<file path="src/rtl/sam_pkg.sv">
// Shared definitions for the microcoded machine: memory sequencer state
// encoding, default datapath widths and control-word strobe positions.
package sam_pkg;

    localparam int SAM_ADDR_W = 12;
    localparam int SAM_DATA_W = 16;

    // Bit positions of the memory strobes inside the control-ROM word.
    localparam int CW_MEM_RD_BIT = 20;
    localparam int CW_MEM_WR_BIT = 21;

    typedef enum logic [1:0] {
        IDLE = 2'd0,
        REQ  = 2'd1,
        DONE = 2'd2,
        ERR  = 2'd3
    } mem_state_e;

endpackage

</file>
<file path="src/rtl/mem_interface.sv">
// Memory access sequencer: turns controller read/write strobes into a
// req/ack memory transaction, holds the controller via wait_, flags timeouts.
module mem_interface
    import sam_pkg::*;
#(
    parameter int ADDR_W   = SAM_ADDR_W,
    parameter int DATA_W   = SAM_DATA_W,
    parameter int MAX_WAIT = 15
) (
    input  logic              clk,
    input  logic              rst_n,
    input  logic              mem_rd,
    input  logic              mem_wr,
    input  logic [ADDR_W-1:0] mar_addr,
    input  logic [DATA_W-1:0] mbr_wdata,
    output logic              wait_,
    output logic [DATA_W-1:0] rdata,
    output logic              rdata_valid,
    output logic              timeout_err,
    output logic              mem_req,
    output logic              mem_we,
    output logic [ADDR_W-1:0] mem_addr,
    output logic [DATA_W-1:0] mem_wdata,
    input  logic [DATA_W-1:0] mem_rdata,
    input  logic              mem_ack
);

    mem_state_e        r_state;
    logic [7:0]        r_cnt;
    logic              r_req;
    logic              r_we;
    logic [ADDR_W-1:0] r_addr;
    logic [DATA_W-1:0] r_wdata;
    logic [DATA_W-1:0] r_rdata;
    logic              r_rdata_valid;
    logic              r_timeout;

    logic w_strobe;
    logic w_last;

    assign w_strobe = mem_rd | mem_wr;
    // Counter holds the number of ack-less REQ cycles already completed, so
    // this edge closes the MAX_WAIT-th one.
    assign w_last   = (r_cnt == 8'(MAX_WAIT - 1));

    always_ff @(posedge clk or negedge rst_n) begin
        if (!rst_n) begin
            r_state       <= IDLE;
            r_cnt         <= '0;
            r_req         <= 1'b0;
            r_we          <= 1'b0;
            r_addr        <= '0;
            r_wdata       <= '0;
            r_rdata       <= '0;
            r_rdata_valid <= 1'b0;
            r_timeout     <= 1'b0;
        end else begin
            r_rdata_valid <= 1'b0;
            case (r_state)
                IDLE: begin
                    if (w_strobe) begin
                        r_addr  <= mar_addr;
                        r_wdata <= mbr_wdata;
                        r_we    <= mem_wr;
                        r_cnt   <= '0;
                        r_req   <= 1'b1;
                        r_state <= REQ;
                    end
                end
                REQ: begin
                    if (mem_ack) begin
                        if (!r_we) begin
                            r_rdata       <= mem_rdata;
                            r_rdata_valid <= 1'b1;
                        end
                        r_req   <= 1'b0;
                        r_state <= DONE;
                    end else if (w_last) begin
                        if (!r_we) r_rdata <= '1;
                        r_timeout <= 1'b1;
                        r_req     <= 1'b0;
                        r_state   <= ERR;
                    end else begin
                        r_cnt <= r_cnt + 8'd1;
                    end
                end
                DONE:    r_state <= IDLE;
                ERR:     r_state <= IDLE;
                default: r_state <= IDLE;
            endcase
        end
    end

    assign wait_       = (r_state == REQ) || ((r_state == IDLE) && w_strobe);
    assign rdata       = r_rdata;
    assign rdata_valid = r_rdata_valid;
    assign timeout_err = r_timeout;
    assign mem_req     = r_req;
    assign mem_we      = r_we;
    assign mem_addr    = r_addr;
    assign mem_wdata   = r_wdata;

endmodule

</file>
<file path="config.mk">
export PLATFORM = sky130hd
export DESIGN_NAME = mem_interface
export DESIGN_NICKNAME = d
export VERILOG_FILES = /design/src/rtl/sam_pkg.sv /design/src/rtl/mem_interface.sv
export SDC_FILE = /design/constraint.sdc
export NUM_CORES = 1
export LEC_CHECK = 0
export CAP_MARGIN = 30
export CELL_PAD_IN_SITES_DETAIL_PLACEMENT = 0
export CELL_PAD_IN_SITES_GLOBAL_PLACEMENT = 1
export CORE_UTILIZATION = 36
export DETAILED_ROUTE_END_ITERATION = 10
export PLACE_DENSITY_LB_ADDON = 0.1
export SLEW_MARGIN = 20
export SYNTH_ARGS = -nofsm -noshare
export SYNTH_HDL_FRONTEND = slang
export SYNTH_SLANG_ARGS = --single-unit
</file>
<file path="constraint.sdc">
create_clock -name clk -period 4 [get_ports clk]
set_input_delay 1 -clock clk [delete_from_list [all_inputs] [get_ports clk]]
set_output_delay 1 -clock clk [all_outputs]
set_load 0.05 [all_outputs]
</file>
# == Word level (Yosys, flattened, before mapping) ==
# Index checks and enable logic that the tools add are counted.
# classes
add_sub_neg,1
eq_ne,8
mux,19
n_bitwise,3
reduce_logical,12
# ops
cell,count
16-bit two-way mux,4
8-bit two-way mux,3
8-bit case mux with 2 select lines,1
3-bit AND reduction,3
"8-bit by 1-bit adder with 8-bit output, second input constant",1
"8-bit by 4-bit equality test with 1-bit output, second input constant",1
1-bit two-way mux,6
2-bit two-way mux,3
"2-bit != test, second input constant",3
2-bit case mux with 3 select lines,1
"2-bit equality test, second input constant",2
2-bit AND reduction,2
4-bit AND reduction,1
2-bit nonzero test,2
"3-bit != test, second input constant",1
"2-bit by 1-bit equality test with 1-bit output, second input constant",1
2-bit zero test,1
1-bit inverter,2
1-bit case mux with 2 select lines,1
2-bit OR reduction,1
1-bit logical AND,1
1-bit logical OR,1
1-bit bitwise OR,1
# word_totals
register_bits,58
in_bits,49
out_inout_bits,49
elab_cells,52

# == Longest topological paths before layout ==
# Gate-level depths: netlist of the first run.
# logic_depth
ltp_word,4
mapped_depth,6
mapped_depth_nobuf,6

# == Worst setup path after synthesis of the first run ==
# Ideal clock, no wire load.
# synth_path
path_kind,input -> output
start,input port mem_wr
end,output port wait_
t_arrival_ps,1766
required_ps,3000
path_slack_ps,1234
path_stages,3
n_path_buf,1
path_cell_list,o21a_1 -> buf_2 -> nand2b_1
# synth_between
elab_chain_cells,3
# synth_rtl
item,line,rtl
start: declaration,mem_interface.sv:13,"input logic mem_wr,"
1-bit bitwise OR,mem_interface.sv:41,assign w_strobe = mem_rd | mem_wr;
1-bit logical AND,mem_interface.sv:94,assign wait_ = (r_state == REQ) || ((r_state == IDLE) && w_strobe);
1-bit logical OR,mem_interface.sv:94,
end: declaration,mem_interface.sv:16,"output logic wait_,"
# No other way between the ends.

# == Worst setup path after layout of the first run ==
# Ends and elaborated chain as after synthesis.

==> impl_summary.txt, run 1 <==
----------------------------------------------------
[STA]
  RSZ-0062 raised after global routing ... false
  Headroom to the max-slew limit ... between 40% and 50%
  Layout Skew ... 0.00418 ns
  Sum of negative setup slack ... 0 ns
  Peak Freq ... approximately 330 MHz
  Endpoints failing hold ... 0
  Final worst-path cycle share ... 76.7%
  Fin crit period ... 3.07 ns
  Transition at the pin with the smallest max-transition slack ... 0.801 ns
  Final setup viols ... 0
  Number of pins exceeding their max-slew limit in the final report ... 0

[Cells and area]
  Fraction of layout instances using a drive strength above 1 ... 18.3%
  Final net count ... 320
  P&R area growth vs syn ... 50.3%
  Final Instance Area ... around 3600 um2
  Fillers ... 530
  Commonest cells after routing, fill and taps aside ... sky130_fd_sc_hd__clkdlybuf4s50_1, sky130_fd_sc_hd__dfrtp_1, sky130_fd_sc_hd__mux2_2
  Leading cell type in the layout, fill and taps excluded ... sky130_fd_sc_hd__clkdlybuf4s50_1
  Area taken by multi-input logic gates ... 850 um2
  Diode insertion count for antenna repair ... 0
  Sequential cell area ... roughly 1500 um2

[Worst hold path]
  Hold Crit Depth ... 1
  Startpoint of the lowest-slack hold path ... timeout_err$_DFFE_PN0P_
  Min-delay worst type ... flop to flop

[CTS]
  Clk Tree Root Cell ... sky130_fd_sc_hd__clkbuf_8
  Post-CTS setup-driven buffer insertion count ... 0
  Count of clock tree sinks ... 58
  CTS tree ... done
  Number of buffers inserted by hold repair at cts ... 0
  Clock buffer count from CTS ... 9
  Clock transition at the registers of the reported paths ... 0.06 ns
  Later-pin clock latency in the skew report ... between 0.3 and 0.4 ns
  Maximum buffer depth of the clock tree ... 2
  Number of cells upsized or downsized after cts ... 0
  Maximum level of the CTS H-tree ... 3

[Pwr]
  Logic pwr share ... 56.3%
  Flop pwr share ... between 30% and 40%
  Sum of internal, switching and leakage power ... 3.22 mW
  Pwr Density ... 905 nW/um2
  Fraction of power spent switching nets ... 46.6%
  Clk pwr share ... roughly 13%
  Maximum vdd drop ... between 0.0004 and 0.0005 V
  Psw ... 1.50 mW
  Internal ... 1.72 mW
  Static leakage power ... 1.46 nW

[Floorplanning]
  IO Pins ... 98
  Area of the core ... 6350 um2
  Initial standard-cell utilization of the core ... between 30% and 40%
  Die H ... between 80 and 90 um
  Horizontal die dimension ... 83.1 um
  Row Count ... 29
  Die Outline Area ... approximately 7000 um2

[Global routing]
  Wire length of the first global-routing pass ... 8990 um
  Via count of the first global-routing pass ... about 1.8k
  Maximum number of pins on one net before global-route repair ... 37
  Grt total ovfl ... 0
  Initial antenna violation count ... 0
  Gr usage total ... 17.0%

[Synthesis]
  Register bit count reported by yosys ... 58
  Syn Nets ... 217
  Sequential area share after synthesis ... 61.4%
  Avg Synthesized Cell Area ... 14.2 um2
  Warning count from the yosys run ... 0
  Cell variety after synth ... 34
  Post-synthesis cell area ... 2360 um2
  Gate count after technology mapping ... 166

[Route]
  Remaining antenna violation count ... 0
  First-pass iteration count of the detailed router ... 4
  Drt drc ... 0
  Per-cell routed wire length ... 15.6 um
  Per-cell via count in the routed design ... 4.96
  Detailed Route WL ... 5460 um
  Total via count after detailed routing ... about 1.7k
  DRC violation total after the first TritonRoute iteration ... 60

[Job]
  MaxCap Viol Count ... 0

[Outcome]
  Result of the run ... completed

[Placed design]
  Placer congestion estimate ... 0.726
  Post-DP HPWL ... 3770 um
  Post-detailed-placement cell area ... 3400 um2
  Number of port buffers ... 97

[Setup path]
  R2r worst-path depth ... 4
  Critical register-to-register path startpoint ... r_state[1]$_DFFE_PN0P_
  Worst Setup End Kind ... output port
  Series of cell instances along the critical path ... clkdlybuf4s50_1, o21a_1, nand2b_1, buf_12
  Critical path's top delay family ... buffers and inverters
  Worst path arrival time ... 2.07 ns
  Buffer and inverter count on the worst path ... 2
  Critical path peak fanout ... 3
  Worst Path Required ... approximately 3.0 ns
  Worst setup path startpoint ... mem_wr
  Category of the worst setup path launch point ... primary input
  Path length in cells of the critical path ... 4
  Worst Setup Path Type ... primary input to output port
  Peak per-stage delay on the critical path ... 0.45 ns
  Slowest-stage cell, CP ... sky130_fd_sc_hd__clkdlybuf4s50_1

----------------------------------------------------
## logic make-up (layout without fill, tap and decap cells)
| group | after synthesis | after routing | synth area share, % |
|---|---|---|---|
| fa+ha+maj | 2 | 2 | 1.06 |
| mux | 28 | 28 | 13.3 |
| compound gates | 43 | 43 | 14.4 |
| simple gates | 24 | 24 | 7.14 |
| buf+inv | 11 | 118 | 2.70 |
| flops | 58 | 58 | 61.4 |
## registers in the layout (all words and copies together), names as in the netlist
signal       count
r_state          2
mem_addr        12
mem_wdata       16
mem_req          1
timeout_err      1
mem_we           1
r_cnt            8
rdata           16
rdata_valid      1
## power groups by stage
stage | clock network, mW | registers [mW] | logic [mW]
2_1_floorplan | 0 | 1.81 | 0.361
4_1_cts | 0.446 | 0.979 | 1.83
6_report | 0.430 | 0.976 | 1.81
5_1_grt | 0.472 | 1.01 | 1.89
3_3_place_gp | 0 | 0.976 | 1.82
3_5_place_dp | 0 | 0.984 | 1.82
## synth_stat cells
| master | number | share of area [%] |
|---|---|---|
| sky130_fd_sc_hd__o22a_1 | 16 | 5.9 |
| sky130_fd_sc_hd__nand3_1 | 2 | 0.42 |
| sky130_fd_sc_hd__a31o_2 | 1 | 0.37 |
| sky130_fd_sc_hd__nand4bb_4 | 1 | 1.2 |
| sky130_fd_sc_hd__nor2_1 | 8 | 1.3 |
| sky130_fd_sc_hd__o31a_1 | 1 | 0.37 |
| sky130_fd_sc_hd__and4_1 | 1 | 0.37 |
| sky130_fd_sc_hd__nand2_1 | 2 | 0.32 |
| sky130_fd_sc_hd__buf_6 | 1 | 0.48 |
| sky130_fd_sc_hd__buf_2 | 3 | 0.63 |
| sky130_fd_sc_hd__nor2b_1 | 1 | 0.26 |
| sky130_fd_sc_hd__a21oi_1 | 2 | 0.42 |
| sky130_fd_sc_hd__nand4bb_1 | 1 | 0.48 |
| sky130_fd_sc_hd__o31ai_1 | 7 | 2.2 |
| sky130_fd_sc_hd__mux2_2 | 28 | 13 |
| sky130_fd_sc_hd__ha_1 | 2 | 1.1 |
| sky130_fd_sc_hd__a21o_1 | 2 | 0.63 |
| sky130_fd_sc_hd__o21a_4 | 1 | 0.63 |
| sky130_fd_sc_hd__o21a_1 | 1 | 0.32 |
| sky130_fd_sc_hd__inv_1 | 4 | 0.63 |
| sky130_fd_sc_hd__nor4b_4 | 1 | 1.0 |
| sky130_fd_sc_hd__o21ai_0 | 6 | 1.3 |
| sky130_fd_sc_hd__nand2b_1 | 4 | 1.1 |
| sky130_fd_sc_hd__a41oi_1 | 1 | 0.37 |
| sky130_fd_sc_hd__o31ai_2 | 1 | 0.53 |
| sky130_fd_sc_hd__buf_8 | 1 | 0.63 |
| sky130_fd_sc_hd__nand4_1 | 2 | 0.53 |
| sky130_fd_sc_hd__o41ai_1 | 1 | 0.37 |
| sky130_fd_sc_hd__dfrtp_1 | 58 | 61 |
| sky130_fd_sc_hd__a22o_1 | 1 | 0.37 |
| sky130_fd_sc_hd__clkbuf_1 | 2 | 0.32 |
| sky130_fd_sc_hd__a31oi_1 | 1 | 0.26 |
| sky130_fd_sc_hd__o21bai_1 | 1 | 0.32 |
| sky130_fd_sc_hd__and3_1 | 1 | 0.26 |
## final timing paths
path	endpoint	slack (ns)
min in group asynchronous	r_cnt[5]$_DFFE_PN0P_	0.76
setup / recovery	wait_	0.93
setup reg to reg	rdata[4]$_DFFE_PN0P_	2.17
hold / removal	timeout_err$_DFFE_PN0P_	0.45
hold reg to reg	timeout_err$_DFFE_PN0P_	0.45
max in group asynchronous	mem_wdata[3]$_DFFE_PN0P_	2.42
## worst reg2reg max path: stages, from the launching register on
cell                       delay (ns)
sky130_fd_sc_hd__dfrtp_1         0.39
sky130_fd_sc_hd__nand2b_1        0.34
sky130_fd_sc_hd__nor2_1          0.24
sky130_fd_sc_hd__nand2_1         0.39
sky130_fd_sc_hd__o22a_1          0.36
## layer usage
metal	up-vias	share of wire, %	GRT usage (%)
met5	-	0	0
met4	0	1.4	8.62
met3	6	6.6	6.36
met2	51	48	26.2
met1	859	44	20.9
li1	821	-	-
## cell type report
class | instances | area share [%]
Sequential cell | 58 | 40.8
Clock inverter | 4 | 0.563
Timing Repair Buffer | 99 | 27.9
Inverter | 4 | 0.422
Clock buffer | 11 | 3.70
Tap cell | 77 | 2.71
Multi-Input combinational cell | 97 | 23.9
## stage by stage
step	utilization, %	hold slack, ns	cells	setup WS, ns
after global routing	56.0	0.485	350	0.858
after detailed placement	53.6	0.447	335	0.922
after global placement	53.6	0.446	335	0.929
after floorplan	-	0.452	166	1.23
after CTS	56.0	0.456	350	0.920
final	56.0	0.454	350	0.934
(Power assumes the default switching activity.)
==> run 2: changes to the inputs <==
--- a/config.mk
+++ b/config.mk
@@ -8,7 +8,7 @@
 export CAP_MARGIN = 30
 export CELL_PAD_IN_SITES_DETAIL_PLACEMENT = 0
 export CELL_PAD_IN_SITES_GLOBAL_PLACEMENT = 1
-export CORE_UTILIZATION = 36
+export CORE_UTILIZATION = 33
 export DETAILED_ROUTE_END_ITERATION = 10
 export PLACE_DENSITY_LB_ADDON = 0.1
 export SLEW_MARGIN = 20
==> constraint.sdc (replaced) <==
create_clock -name clk -period 3 [get_ports clk]
set_input_delay 0.75 -clock clk [delete_from_list [all_inputs] [get_ports clk]]
set_output_delay 0.75 -clock clk [all_outputs]
set_load 0.05 [all_outputs]
==> run 2 against run 1 <==
Global-route usage is 1.3 points lower. Worst hold slack worse by 0.021 ns. Setup slack worse by 0.49 ns. Die area is 8.9% higher. Sequential share of layout area is 0.80 points lower. Critical endpoint unchanged. Largest power group unchanged.
==> impl_summary.txt, run 2 (synthesis results as in run 1) <==
----------------------------------------------------
[Worst hold path]
  Min-delay worst type ... primary input to asynchronous set/reset pin (was flop to flop)

[Cells and area]
  Commonest cells after routing, fill and taps aside ... sky130_fd_sc_hd__clkdlybuf4s50_1, sky130_fd_sc_hd__dfrtp_1, sky130_fd_sc_hd__mux2_2 (unchanged)
  Fraction of layout instances using a drive strength above 1 ... 19.0% (was 18.3%)
  Post-Route Utilization ... 52.8% (was 56.0%)
  P&R area growth vs syn ... 53.3% (was 50.3%)
  Leading cell type in the layout, fill and taps excluded ... sky130_fd_sc_hd__clkdlybuf4s50_1 (unchanged)
  Area taken by multi-input logic gates ... 850 um2 (unchanged)
  Sequential cell area ... 1450 um2 (unchanged)
  Diode insertion count for antenna repair ... 0 (unchanged)
  Fillers ... 631 (was 530)
  Final net count ... 321 (was 320)

[CTS]
  Number of cells upsized or downsized after cts ... 0 (unchanged)
  Count of clock tree sinks ... 58 (unchanged)
  Maximum level of the CTS H-tree ... 3 (unchanged)
  Clk Tree Root Cell ... sky130_fd_sc_hd__clkbuf_8 (unchanged)
  Number of buffers inserted by hold repair at cts ... 0 (unchanged)
  Post-CTS setup-driven buffer insertion count ... 0 (unchanged)
  Later-pin clock latency in the skew report ... 0.32 ns (about the same)
  Clock transition at the registers of the reported paths ... 0.06 ns (about the same)
  CTS tree ... done (unchanged)
  Maximum buffer depth of the clock tree ... 2 (unchanged)
  Clock buffer count from CTS ... 9 (unchanged)

[STA]
  Endpoints failing hold ... 0 (unchanged)
  RSZ-0062 raised after global routing ... false (unchanged)
  Headroom to the max-slew limit ... 48.0% (was 46.6%)
  Final worst-path cycle share ... 85.3%
  Number of pins exceeding their max-slew limit in the final report ... 0 (unchanged)
  Fin crit period ... 2.56 ns
  Transition at the pin with the smallest max-transition slack ... 0.776 ns (was 0.801 ns)
  Layout Skew ... 0.00880 ns (was 0.00418 ns)
  Peak Freq ... 391 MHz
  Sum of negative setup slack ... 0 ns (unchanged)
  Final setup viols ... 0 (unchanged)

[Pwr]
  Maximum vdd drop ... 0.000650 V (was 0.000467 V)
  Static leakage power ... 1.49 nW (was 1.46 nW)
  Pwr Density ... 1220 nW/um2 (was 905 nW/um2)
  Sum of internal, switching and leakage power ... 4.41 mW (was 3.22 mW)

[Global routing]
  Gr usage total ... 15.7% (was 17.0%)
  Maximum number of pins on one net before global-route repair ... 30 (was 37)
  Via count of the first global-routing pass ... 1747 (was 1849)
  Initial antenna violation count ... 0 (unchanged)
  Wire length of the first global-routing pass ... 8740 um (was 8990 um)
  Grt total ovfl ... 0 (unchanged)

[Setup path]
  Worst Path Required ... 2.25 ns (was 3.00 ns)
  R2r worst-path depth ... 4 (unchanged)
  Worst Setup End Kind ... output port (unchanged)
  Worst Setup Path Type ... primary input to output port (unchanged)
  Critical register-to-register path startpoint ... r_state[1]$_DFFE_PN0P_ (unchanged)
  Worst path arrival time ... 1.81 ns (was 2.07 ns)
  Category of the worst setup path launch point ... primary input (unchanged)
  Terminus of the critical flop-to-flop path ... rdata[10]$_DFFE_PN0P_ (was rdata[4]$_DFFE_PN0P_)
  Reg2reg setup slack ... 1.16 ns (was 2.17 ns)
  Critical path peak fanout ... 3 (unchanged)

[Placed design]
  Placer congestion estimate ... 0.698 (was 0.726)
  Post-DP HPWL ... 3840 um (was 3770 um)
  Number of port buffers ... 97 (unchanged)

[Job]
  MaxCap Viol Count ... 0 (unchanged)

[Route]
  Total via count after detailed routing ... 1748 (was 1737)
  Per-cell via count in the routed design ... 4.74 (was 4.96)
  Per-cell routed wire length ... 14.7 um (was 15.6 um)
  DRC violation total after the first TritonRoute iteration ... 102 (was 60)
  Drt drc ... 0 (unchanged)
  Remaining antenna violation count ... 0 (unchanged)
  Detailed Route WL ... 5420 um (was 5460 um)
  First-pass iteration count of the detailed router ... 4 (unchanged)

[Floorplanning]
  IO Pins ... 98 (unchanged)
  Die Outline Area ... 7510 um2 (was 6900 um2)
  Initial standard-cell utilization of the core ... 34.4% (was 37.2%)
  Die H ... 86.7 um (was 83.1 um)
  Row Count ... 30 (was 29)
  Horizontal die dimension ... 86.7 um (was 83.1 um)
  Area of the core ... 6870 um2 (was 6350 um2)

[Outcome]
  Result of the run ... completed (unchanged)

----------------------------------------------------
## run 2: how the worst max path moves through the flow
stage / startpoint / end / cells after the start
floorplan: mem_wr / wait_ / 3
global placement: mem_wr / wait_ / 4
detailed placement: mem_wr / wait_ / 4
CTS: mem_wr / wait_ / 4
global route: mem_wr / wait_ / 4
finish: mem_wr / wait_ / 4
## run 2: final cells by class
cell class | count | area share [%]
flip-flops and latches | 58 | 40.0
repair buffers | 100 | 27.5
multi-input cells | 97 | 23.4
clock buffers | 11 | 4.18
well taps | 96 | 3.31
clock inverters | 3 | 1.10
inverters | 4 | 0.414
## run 2: where the power goes
group	switching, mW	total [mW]	leakage (nW)	internal (mW)
logic	1.53	2.41	0.699	0.887
registers	0.179	1.29	0.687	1.12
clock network	0.281	0.698	0.101	0.417
total	1.99	4.41	1.49	2.42
## run 2: through the flow
stage / setup slack, ns / cells / cell area (um2) / hold slack, ns
floorplan: 0.734 / 166 / 2360 / 0.452
global placement: 0.441 / 355 / 3430 / 0.438
detailed placement: 0.438 / 355 / 3430 / 0.467
CTS: 0.431 / 369 / 3630 / 0.443
global route: 0.377 / 369 / 3630 / 0.473
finish: 0.440 / 369 / 3630 / 0.433
## run 2: critical path: stages
cell and delay [ns]:
sky130_fd_sc_hd__clkdlybuf4s50_1 0.45, sky130_fd_sc_hd__o21a_1 0.24, sky130_fd_sc_hd__nand2b_1 0.19, sky130_fd_sc_hd__buf_12 0.18
## run 2: per-layer routing
metal / vias to the layer above / track usage [%] / wire, um
met5: - / 0 / 0
met4: 0 / 5.00 / 33
met3: 2 / 7.43 / 462
met2: 66 / 23.4 / 2540
met1: 857 / 20.1 / 2380
li1: 823 / - / -
